==> config.mk <==
export PLATFORM = sky130hd
export DESIGN_NAME = vpifo_task_dispatch
export DESIGN_NICKNAME = d
export VERILOG_FILES = /design/src/rtl/vpifo_task_dispatch.sv
export SDC_FILE = /design/constraint.sdc
export NUM_CORES = 1
export LEC_CHECK = 0
export CAP_MARGIN = 20
export CORE_AREA = 2 2 297 299
export CTS_CLUSTER_SIZE = 25
export DETAILED_ROUTE_END_ITERATION = 6
export DIE_AREA = 0 0 299 301
export GPL_TIMING_DRIVEN = 0
export PLACE_DENSITY_LB_ADDON = 0.15
export SYNTH_ARGS = -nofsm -noshare
export SYNTH_HDL_FRONTEND = slang
export SYNTH_SLANG_ARGS = --single-unit
==> constraint.sdc <==
create_clock -name i_clk -period 16.7 [get_ports i_clk]
set_clock_uncertainty 0.05 [all_clocks]
set_input_delay 2.505 -clock i_clk [delete_from_list [all_inputs] [get_ports i_clk]]
set_output_delay 2.505 -clock i_clk [all_outputs]
set_load 0.005 [all_outputs]
==> src/rtl/vpifo_task_dispatch.sv <==
// Task dispatcher for the virtualised SRAM PIFO ring: per-channel task FIFOs feeding root RPU
// slots (tree_id % LEVEL) with per-slot round-robin, per-tree issue gap and slot back-pressure.
module vpifo_task_dispatch #(
    parameter int unsigned PTW        = 16,
    parameter int unsigned MTW        = 0,
    parameter int unsigned LEVEL      = 4,
    parameter int unsigned TREE_NUM   = 4,
    parameter int unsigned NUM_CH     = 4,
    parameter int unsigned FIFO_DEPTH = 8,
    parameter int unsigned MIN_GAP    = 2,
    localparam int unsigned DW        = PTW + MTW,
    localparam int unsigned TB        = $clog2(TREE_NUM),
    localparam int unsigned FW        = $clog2(FIFO_DEPTH)
) (
    input  logic                     i_clk,
    input  logic                     i_rst,
    input  logic [NUM_CH-1:0]        i_task_valid,
    input  logic [NUM_CH-1:0]        i_task_push,
    input  logic [NUM_CH-1:0]        i_task_pop,
    input  logic [NUM_CH*TB-1:0]     i_task_tree_id,
    input  logic [NUM_CH*DW-1:0]     i_task_data,
    output logic [NUM_CH-1:0]        o_task_ready,
    output logic [NUM_CH*(FW+1)-1:0] o_fifo_count,
    input  logic [LEVEL-1:0]         i_slot_busy,
    output logic [LEVEL-1:0]         o_rpu_push,
    output logic [LEVEL-1:0]         o_rpu_pop,
    output logic [LEVEL*TB-1:0]      o_rpu_tree_id,
    output logic [LEVEL*DW-1:0]      o_rpu_push_data,
    output logic [15:0]              o_drop_cnt
);
    localparam int unsigned CW = (NUM_CH > 1) ? $clog2(NUM_CH) : 1;
    localparam int unsigned SW = $clog2(LEVEL);
    localparam int unsigned GW = (MIN_GAP > 1) ? $clog2(MIN_GAP) : 1;

    typedef struct packed {
        logic          push;
        logic          pop;
        logic [TB-1:0] tree;
        logic [DW-1:0] data;
    } entry_t;

    entry_t              head    [NUM_CH];
    logic [SW-1:0]       slot_of [NUM_CH];
    logic [NUM_CH-1:0]   nonempty;
    logic [NUM_CH-1:0]   wr_en;
    logic [NUM_CH-1:0]   drop;
    logic [NUM_CH-1:0]   elig;
    logic [NUM_CH-1:0]   rd_en;
    logic [TREE_NUM-1:0] cool_zero;
    logic [TREE_NUM-1:0] cool_set;
    logic [CW-1:0]       rr_ptr  [LEVEL];
    logic [LEVEL-1:0]    gnt_vld;
    logic [CW-1:0]       gnt_ch  [LEVEL];
    logic [CW-1:0]       arb_idx;
    logic [15:0]         drop_q;
    logic [15:0]         drop_d;

    for (genvar c = 0; c < NUM_CH; c++) begin : g_ch
        entry_t        mem_q [FIFO_DEPTH];
        logic [FW-1:0] wr_ptr_q;
        logic [FW-1:0] rd_ptr_q;
        logic [FW:0]   count_q;

        assign head[c]         = mem_q[rd_ptr_q];
        assign slot_of[c]      = SW'(32'(head[c].tree) % LEVEL);
        assign nonempty[c]     = (count_q != '0);
        assign o_task_ready[c] = (count_q != (FW+1)'(FIFO_DEPTH));
        assign wr_en[c]        = i_task_valid[c] & o_task_ready[c]
                               & (i_task_push[c] | i_task_pop[c]);
        assign drop[c]         = i_task_valid[c] & o_task_ready[c]
                               & ~(i_task_push[c] | i_task_pop[c]);
        assign elig[c]         = nonempty[c] & cool_zero[head[c].tree]
                               & ~i_slot_busy[slot_of[c]];
        assign o_fifo_count[c*(FW+1) +: FW+1] = count_q;

        // Storage is not reset; the pointers alone define which entries are live.
        always_ff @(posedge i_clk) begin
            if (wr_en[c]) begin
                mem_q[wr_ptr_q] <= '{push: i_task_push[c],
                                     pop:  i_task_pop[c],
                                     tree: i_task_tree_id[c*TB +: TB],
                                     data: i_task_data[c*DW +: DW]};
            end
        end

        always_ff @(posedge i_clk) begin
            if (i_rst) begin
                wr_ptr_q <= '0;
                rd_ptr_q <= '0;
                count_q  <= '0;
            end else begin
                if (wr_en[c]) wr_ptr_q <= wr_ptr_q + FW'(1);
                if (rd_en[c]) rd_ptr_q <= rd_ptr_q + FW'(1);
                count_q <= count_q + (FW+1)'(wr_en[c]) - (FW+1)'(rd_en[c]);
            end
        end
    end

    for (genvar t = 0; t < TREE_NUM; t++) begin : g_tree
        logic [GW-1:0] cool_q;

        assign cool_zero[t] = (cool_q == '0);

        always_ff @(posedge i_clk) begin
            if (i_rst) begin
                cool_q <= '0;
            end else if (cool_set[t]) begin
                cool_q <= GW'(MIN_GAP - 1);
            end else if (!cool_zero[t]) begin
                cool_q <= cool_q - GW'(1);
            end
        end
    end

    // Each head maps to exactly one slot, so per-slot searches never grant a channel twice.
    always_comb begin
        gnt_vld  = '0;
        rd_en    = '0;
        cool_set = '0;
        arb_idx  = '0;
        for (int s = 0; s < LEVEL; s++) begin
            gnt_ch[s] = '0;
            for (int k = 0; k < NUM_CH; k++) begin
                arb_idx = CW'((32'(rr_ptr[s]) + 32'(k)) % NUM_CH);
                if (!gnt_vld[s] && elig[arb_idx] && (slot_of[arb_idx] == SW'(s))) begin
                    gnt_vld[s] = 1'b1;
                    gnt_ch[s]  = arb_idx;
                end
            end
            if (gnt_vld[s]) begin
                rd_en[gnt_ch[s]]               = 1'b1;
                cool_set[head[gnt_ch[s]].tree] = 1'b1;
            end
        end
    end

    for (genvar s = 0; s < LEVEL; s++) begin : g_slot
        entry_t        gnt_e;
        logic [CW-1:0] rr_q;
        logic          push_q;
        logic          pop_q;
        logic [TB-1:0] tree_q;
        logic [DW-1:0] data_q;

        assign gnt_e                       = head[gnt_ch[s]];
        assign rr_ptr[s]                   = rr_q;
        assign o_rpu_push[s]               = push_q;
        assign o_rpu_pop[s]                = pop_q;
        assign o_rpu_tree_id[s*TB +: TB]   = tree_q;
        assign o_rpu_push_data[s*DW +: DW] = data_q;

        always_ff @(posedge i_clk) begin
            if (i_rst) begin
                rr_q   <= '0;
                push_q <= 1'b0;
                pop_q  <= 1'b0;
                tree_q <= '0;
                data_q <= '0;
            end else begin
                push_q <= gnt_vld[s] & gnt_e.push;
                pop_q  <= gnt_vld[s] & gnt_e.pop;
                tree_q <= gnt_vld[s] ? gnt_e.tree : '0;
                data_q <= (gnt_vld[s] && gnt_e.push) ? gnt_e.data : '1;
                if (gnt_vld[s]) rr_q <= CW'((32'(gnt_ch[s]) + 32'd1) % NUM_CH);
            end
        end
    end

    always_comb begin
        drop_d = drop_q;
        for (int c = 0; c < NUM_CH; c++) begin
            if (drop[c] && (drop_d != 16'hFFFF)) drop_d = drop_d + 16'd1;
        end
    end

    always_ff @(posedge i_clk) begin
        if (i_rst) drop_q <= '0;
        else       drop_q <= drop_d;
    end

    assign o_drop_cnt = drop_q;

endmodule

Yosys cells after proc, flatten, opt, wreduce, memory -nomap -nowiden
Memories as Yosys holds them, arrays and structs flattened. A register that Yosys moved wholly into a read port is not among the register bits.
Index checks and enable logic that the tools add are counted.
{"block": "word_totals", "memories": 4, "in_bits": 90, "latchBits": 0, "romBits": 0, "ff_bits": 148, "ramBits": 640}
{"name": "g_ch[0].mem_q", "words": 8, "width": 20, "rd": 1, "rd_clocked_by_memory_dff": 1, "write_ports": 1, "line_no": "59", "rtl": "entry_t mem_q [FIFO_DEPTH];"}
{"name": "g_ch[1].mem_q", "words": 8, "width": 20, "rd": 1, "rd_clocked_by_memory_dff": 1, "write_ports": 1, "line_no": "59"}
{"name": "g_ch[2].mem_q", "words": 8, "width": 20, "rd": 1, "rd_clocked_by_memory_dff": 1, "write_ports": 1, "line_no": "59"}
{"name": "g_ch[3].mem_q", "words": 8, "width": 20, "rd": 1, "rd_clocked_by_memory_dff": 1, "write_ports": 1, "line_no": "59"}
{"block": "op_classes", "magnitude_cmp": 56, "bitwise": 74, "mul": 0, "shifts": 0, "add_sub_neg": 40, "reduce_logical": 68, "n_eq_ne": 20, "mux": 196, "div": 0}
{"op": "binary-select mux 20 bit (select 2 bit)", "n": 4}
{"op": "two-way mux 20 bit", "n": 8}
{"op": "two-way mux 16 bit", "n": 8}
{"op": "two-way mux 2 bit", "n": 48}
{"op": "less-than comparator 2 x 3 -> 1 bit, second input constant", "n": 28}
{"op": "adder 16 x 1 -> 16 bit, second input constant", "n": 4}
{"op": "binary-select mux 2 bit (select 2 bit)", "n": 16}
{"op": "two-way mux 1 bit", "n": 64}
{"op": "inequality test 16 bit, second input constant", "n": 4}
{"op": ">= comparator 3 bit, second input constant", "n": 20}
{"op": "NOT 2 -> 3 bit", "n": 20}
{"op": "binary-select mux 1 bit (select 2 bit)", "n": 24}
{"op": "logical AND 1 bit", "n": 44}
{"op": "two-way mux 4 bit", "n": 8}
{"op": "AND 1 bit", "n": 28}
{"op": "adder 3 x 1 -> 3 bit, second input constant", "n": 8}
{"op": "two-way mux 3 bit", "n": 8}
{"op": "bitwise OR 4 bit", "n": 6}
{"op": "adder 2 x 1 -> 2 bit, second input constant", "n": 8}
{"op": "adder 2 bit, second input constant", "n": 8}
{"op": "adder 4 x 1 -> 4 bit", "n": 4}
{"op": "demux 1 bit (select 2 bit)", "n": 8}
{"op": "== test 2 bit, second input constant", "n": 8}
{"op": ">= comparator 2 x 1 -> 1 bit, second input constant", "n": 8}
{"op": "10 further kinds", "n": 60}

Depth between registers and ports, before layout
Gate-level depths: netlist of the first run.
{"block": "logic_depth", "depth_word": 37, "depth_mapped": 31, "ltp_nobuf": 28}

Worst setup path after synthesis of the first run
Ideal clock, no wire load.
{"block": "synth_timing", "path_type": "input-to-reg", "start": "input port i_task_pop[0]", "end": "register drop_q[4] (netlist: o_drop_cnt[4])", "stages": 26, "slack_ns": 8.143, "arrival_time_ns": 8.383, "path_cell_list": "nor3b_4 -> nand2_1 -> nor2_1 -> xor2_1 -> ha_1 -> inv_1 -> a211oi_2 -> o221ai_2 -> nor4_4 -> a31oi_2 -> xor2_1 -> ha_1 -> clkbuf_1 -> and2_1 -> nand4_1 -> a311oi_2 -> o21ai_2 -> or4_4 -> nand2_1 -> mux2_2 -> ha_1 -> o31a_1 -> and4b_4 -> buf_6 -> a211oi_1 -> mux2_1"}
{"block": "synth_between", "elab_chain_cells": 14}
{"item": "from (decl)", "line_no": "19", "rtl": "input logic [NUM_CH-1:0] i_task_pop,"}
{"item": "bitwise OR 1 bit (*)", "line_no": "71", "rtl": "& ~(i_task_push[c] | i_task_pop[c]);"}
{"item": "NOT 1 bit (*)", "line_no": "71"}
{"item": "AND 1 bit (*)", "line_no": "71"}
{"item": "logical AND 1 bit (*)", "line_no": "172", "rtl": "if (drop[c] && (drop_d != 16'hFFFF)) drop_d = drop_d + 16'd1;"}
{"item": "two-way mux 16 bit (*)", "line_no": "172"}
{"item": "branches (longest 2 deep; another with adder 16 x 1 -> 16 bit)"}
{"item": "two-way mux 16 bit (*)", "line_no": "172"}
{"item": "branches (longest 2 deep; another with adder 16 x 1 -> 16 bit)"}
{"item": "two-way mux 16 bit (*)", "line_no": "172"}
{"item": "branches (longest 2 deep; another with adder 16 x 1 -> 16 bit)"}
{"item": "two-way mux 16 bit (*)", "line_no": "172"}
{"item": "to (signal assigned)", "line_no": "178", "rtl": "else drop_q <= drop_d;"}
{"item": "to (decl)", "line_no": "55", "rtl": "logic [15:0] drop_q;"}
Every way passes the cells marked *.
A chain may end at the register's enable or synchronous reset.

Final worst setup path of the first run
{"block": "layout_timing", "start": "input port i_task_push[0]", "end": "register drop_q[4] (netlist: o_drop_cnt[4])"}
{"block": "layout_between", "elab_chain_cells": 14}
{"item": "from (decl)", "line_no": "18", "rtl": "input logic [NUM_CH-1:0] i_task_push,"}
{"item": "bitwise OR 1 bit (*)", "line_no": "71"}
{"item": "NOT 1 bit (*)", "line_no": "71"}
{"item": "AND 1 bit (*)", "line_no": "71"}
{"item": "logical AND 1 bit (*)", "line_no": "172"}
{"item": "two-way mux 16 bit (*)", "line_no": "172"}
{"item": "branches (longest 2 deep; another with adder 16 x 1 -> 16 bit)"}
{"item": "two-way mux 16 bit (*)", "line_no": "172"}
{"item": "branches (longest 2 deep; another with adder 16 x 1 -> 16 bit)"}
{"item": "two-way mux 16 bit (*)", "line_no": "172"}
{"item": "branches (longest 2 deep; another with adder 16 x 1 -> 16 bit)"}
{"item": "two-way mux 16 bit (*)", "line_no": "172"}
Marked as above.

==> impl_metrics.py, run 1 <==
metrics = {
    "placed_design": {
        "io_buffers": 205,
        "pre_cts_ws_ns": 5.86,
        "dp_hpwl_um": 70000,
        "gp_congestion": 0.908,
    },
    "worst_setup_path": {
        "crit_arrival_ns": 10.71,
        "crit_required_ns": 17.15,
        "crit_path_start_kind": "input port",
        "cp_max_fo": 13,
        "critPathKind": "input port to register",
        "crit_path_end_kind": "register",
        "reg2regPathDepth": 30,
    },
    "outcome": {
        "status": "finished, final reports clean",
    },
    "power_and_ir_drop": {
        "peakVddDrop_mv": 0.0794,
        "p_per_area_mw_per_mm2": 139,
        "p_leak_uw": 0.0137,
        "power_uw": 5730,
    },
    "sta": {
        "setup-tns-final_ns": 0,
        "drv_slew": 0,
        "slew_headroom": 0.325,
        "fin_crit_sh": 0.614,
        "rsz0062_at_grt": "no",
        "hold_viol": 0,
        "setup_slack_ns": 6.44,
        "max_freq_mhz": 97.5,
        "worstMarginPinSlew_ns": 1.01,
        "finalSetupViolCount": 0,
        "min_period_ns": 10.26,
    },
    "synth": {
        "synthArstFlopShare": 0,
        "yosysWarnings": 0,
        "synth_cell_types": 94,
        "ys_ff_latch": 800,
        "ys.flop_type": "edfxtp_1",
        "synth-edff-count": 640,
        "syn_area_sq_mm": 0.0343,
        "synth_seq_area_share": 0.653,
        "synthCells": 2175,
        "avgSynthCellArea_sq_um": 15.8,
    },
    "route": {
        "drt-initial-drc-count": 1762,
        "viasPerCell": 5.54,
        "drc": 0,
        "first_pass_iters": 5,
        "antenna_left": 0,
        "wl_um": 96100,
        "num_vias": 20700,
        "wl_per_cell_um": 25.7,
    },
    "global_routing": {
        "grt_pass1_vias": 20600,
        "antenna_found_initial": 4,
        "overflow": 0,
        "grt_use_total": 0.212,
        "grt_pass1_wl_um": 140000,
        "grt_max_degree": 21,
    },
    "cts": {
        "hold_buffers": 0,
        "root_buffer": "clkbuf_16",
        "numCtsBuffers": 84,
        "ctsResizeCount": 0,
        "cts_buffer_depth": 3,
        "cts_tree": "built",
        "clock_sinks": 800,
        "post_cts_buffers": 0,
        "clk_pin_slew_ns": 0.06,
        "clock_latency_ns": 0.66,
        "cts_htree_levels": 3,
    },
    "min_path": {
        "min_path_type": "register to register",
        "hold_path_depth": 2,
    },
    "floorplanning": {
        "die-area_sq_mm": 0.0900,
        "start_util": 0.397,
        "core_sq_mm": 0.0865,
        "rows": 108,
        "die_y_um": 301,
        "die_w_um": 299,
        "ios": 206,
    },
    "run": {
        "cap_violations": 0,
    },
    "finish": {
        "final_nets": 2651,
        "final_cell_mix": "edfxtp_1, clkdlybuf4s50_1, mux4_2, dfxtp_1, nand2_1",
        "layout.cells.most_common": "edfxtp_1",
        "fin_util": 0.478,
        "area_delta_synth_final_pct": 20.4,
        "fillers": 7426,
        "drive_above_1_share": 0.179,
    },
}
## Yosys cell counts, drive strengths merged, types with 4 or more instances
cell	count	area, sq um
o22ai	6	37.5
ha	47	588
a21o	8	60.1
mux2i	131	1310
buf	42	239
mux4	192	4320
inv	48	180
nand4	20	150
a21oi	87	439
xor2	20	175
and3	15	93.8
or2	8	50.1
nor4	8	80.1
nor3b	5	53.8
nor2	142	536
and4	10	90.1
and2	20	125
edfxtp	640	19200
nor4b	4	41.3
a222oi	4	40.0
nor2b	12	75.1
a211oi	16	135
or3	8	50.1
nand2b	34	213
o31ai	5	37.5
dfxtp	160	3200
xnor2	24	210
mux2	23	263
a31oi	60	382
clkbuf	69	259
nand3	28	145
nor3	56	302
o31a	4	35.0
a41o	4	40.0
o21ai	21	113
fa	4	80.1
or4	4	33.8
nand2	141	529
## sequential cells by signal (all words and copies together) (netlist names), named ones only
signal,cells
o_drop_cnt,16
g_slot.rr_q,8
g_ch.mem_q,640
g_slot.data_q,64
g_ch.wr_ptr_q,12
g_slot.push_q,4
g_slot.tree_q,8
g_ch.count_q,16
g_tree.cool_q,4
g_slot.pop_q,4
g_ch.rd_ptr_q,12
## path summary, 6_finish.rpt
kind / from / endpoint / slack [ns]
max reg2reg: o_drop_cnt[0] / o_drop_cnt[4] / 8.39
min: g_ch[0].wr_ptr_q[0] / g_ch[0].wr_ptr_q[0] / 0.47
min reg2reg: g_ch[0].wr_ptr_q[0] / g_ch[0].wr_ptr_q[0] / 0.47
max: i_task_push[0] / o_drop_cnt[4] / 6.44
## area by class of cell
cell class	count	area, sq um	share of cell area
Tap cell	1155	1450	0.0349
Buffer	111	498	0.0120
Antenna cell	1	2.50	0.0000605
Multi-Input combinational cell	1216	11400	0.275
Sequential cell	800	22400	0.542
Clock buffer	109	2280	0.0552
Inverter	51	191	0.00463
Timing Repair Buffer	246	2650	0.0641
Clock inverter	48	489	0.0118
## kinds of logic (layout without fill, tap and decap cells)
kind of cell | after synthesis | count (layout) | share of synthesized area
simple gates | 526 | 526 | 0.0777
buf+inv | 162 | 565 | 0.0201
compound gates | 245 | 245 | 0.0470
mux | 346 | 346 | 0.172
xor+xnor | 44 | 44 | 0.0112
flops | 800 | 800 | 0.653
fa+ha+maj | 51 | 51 | 0.0195
other cells | 1 | 5 | 0.000109
## where the power goes
| part | internal [uW] | total, uW | switching [uW] |
|---|---|---|---|
| Clock | 1070 | 1860 | 792 |
| Sequential | 2300 | 2380 | 85.6 |
| Combinational | 649 | 1490 | 840 |
| Total | 4010 | 5730 | 1720 |
## per-layer routing
metal,global-route usage,wire length [um]
met1,0.293,42100
met3,0.0297,5290
met5,0,33
met4,0.0682,2610
met2,0.346,46100
## per-stage QoR
stage | cells | hold WS, ns | area, sq um
finish | 3737 | 0.466 | 41300
global route | 3736 | 0.504 | 41300
CTS | 3733 | 0.461 | 41300
detailed placement | 3576 | 0.453 | 38500
global placement | 3538 | 0.448 | 37900
floorplan | 2178 | 0.430 | 34400
## critical path: stages
cell and delay [ns]:
clkdlybuf4s50_1 0.82, nor3b_4 0.53, nand2_1 0.12, nor2_1 0.36
xor2_1 0.25, ha_1 0.26, inv_1 0.10, a211oi_2 0.35
o221ai_2 0.23, nor4_4 0.38, a31oi_2 0.26, xor2_1 0.35
ha_1 0.21, clkbuf_1 0.28, and3_1 0.28, nand2_1 0.11
a311oi_2 0.43, o21ai_2 0.21, or4_4 0.61, nand2_1 0.21
mux2_2 0.39, ha_1 0.27, o31a_1 0.15, and4b_4 0.24
buf_6 0.14, a211oi_1 0.22, mux2_1 0.41
No activity file was read; power rests on OpenSTA's default activity.
==> run 2, diff against run 1 <==
Clock period 16.7 ns to 10 ns, I/O delays scaled along.
==> results of run 2 <==
Same layout as run 1 (identical final DEF). Status: finished, final reports clean.
Among the figures that moved: setup slack after placement 5.86 ns -> 0.163 ns; setup slack after layout 6.44 ns -> 0.749 ns; register-to-register setup slack 8.39 ns -> 1.69 ns; total power 5730 uW -> 9570 uW; worst IR drop on VDD 0.0794 mV -> 0.133 mV
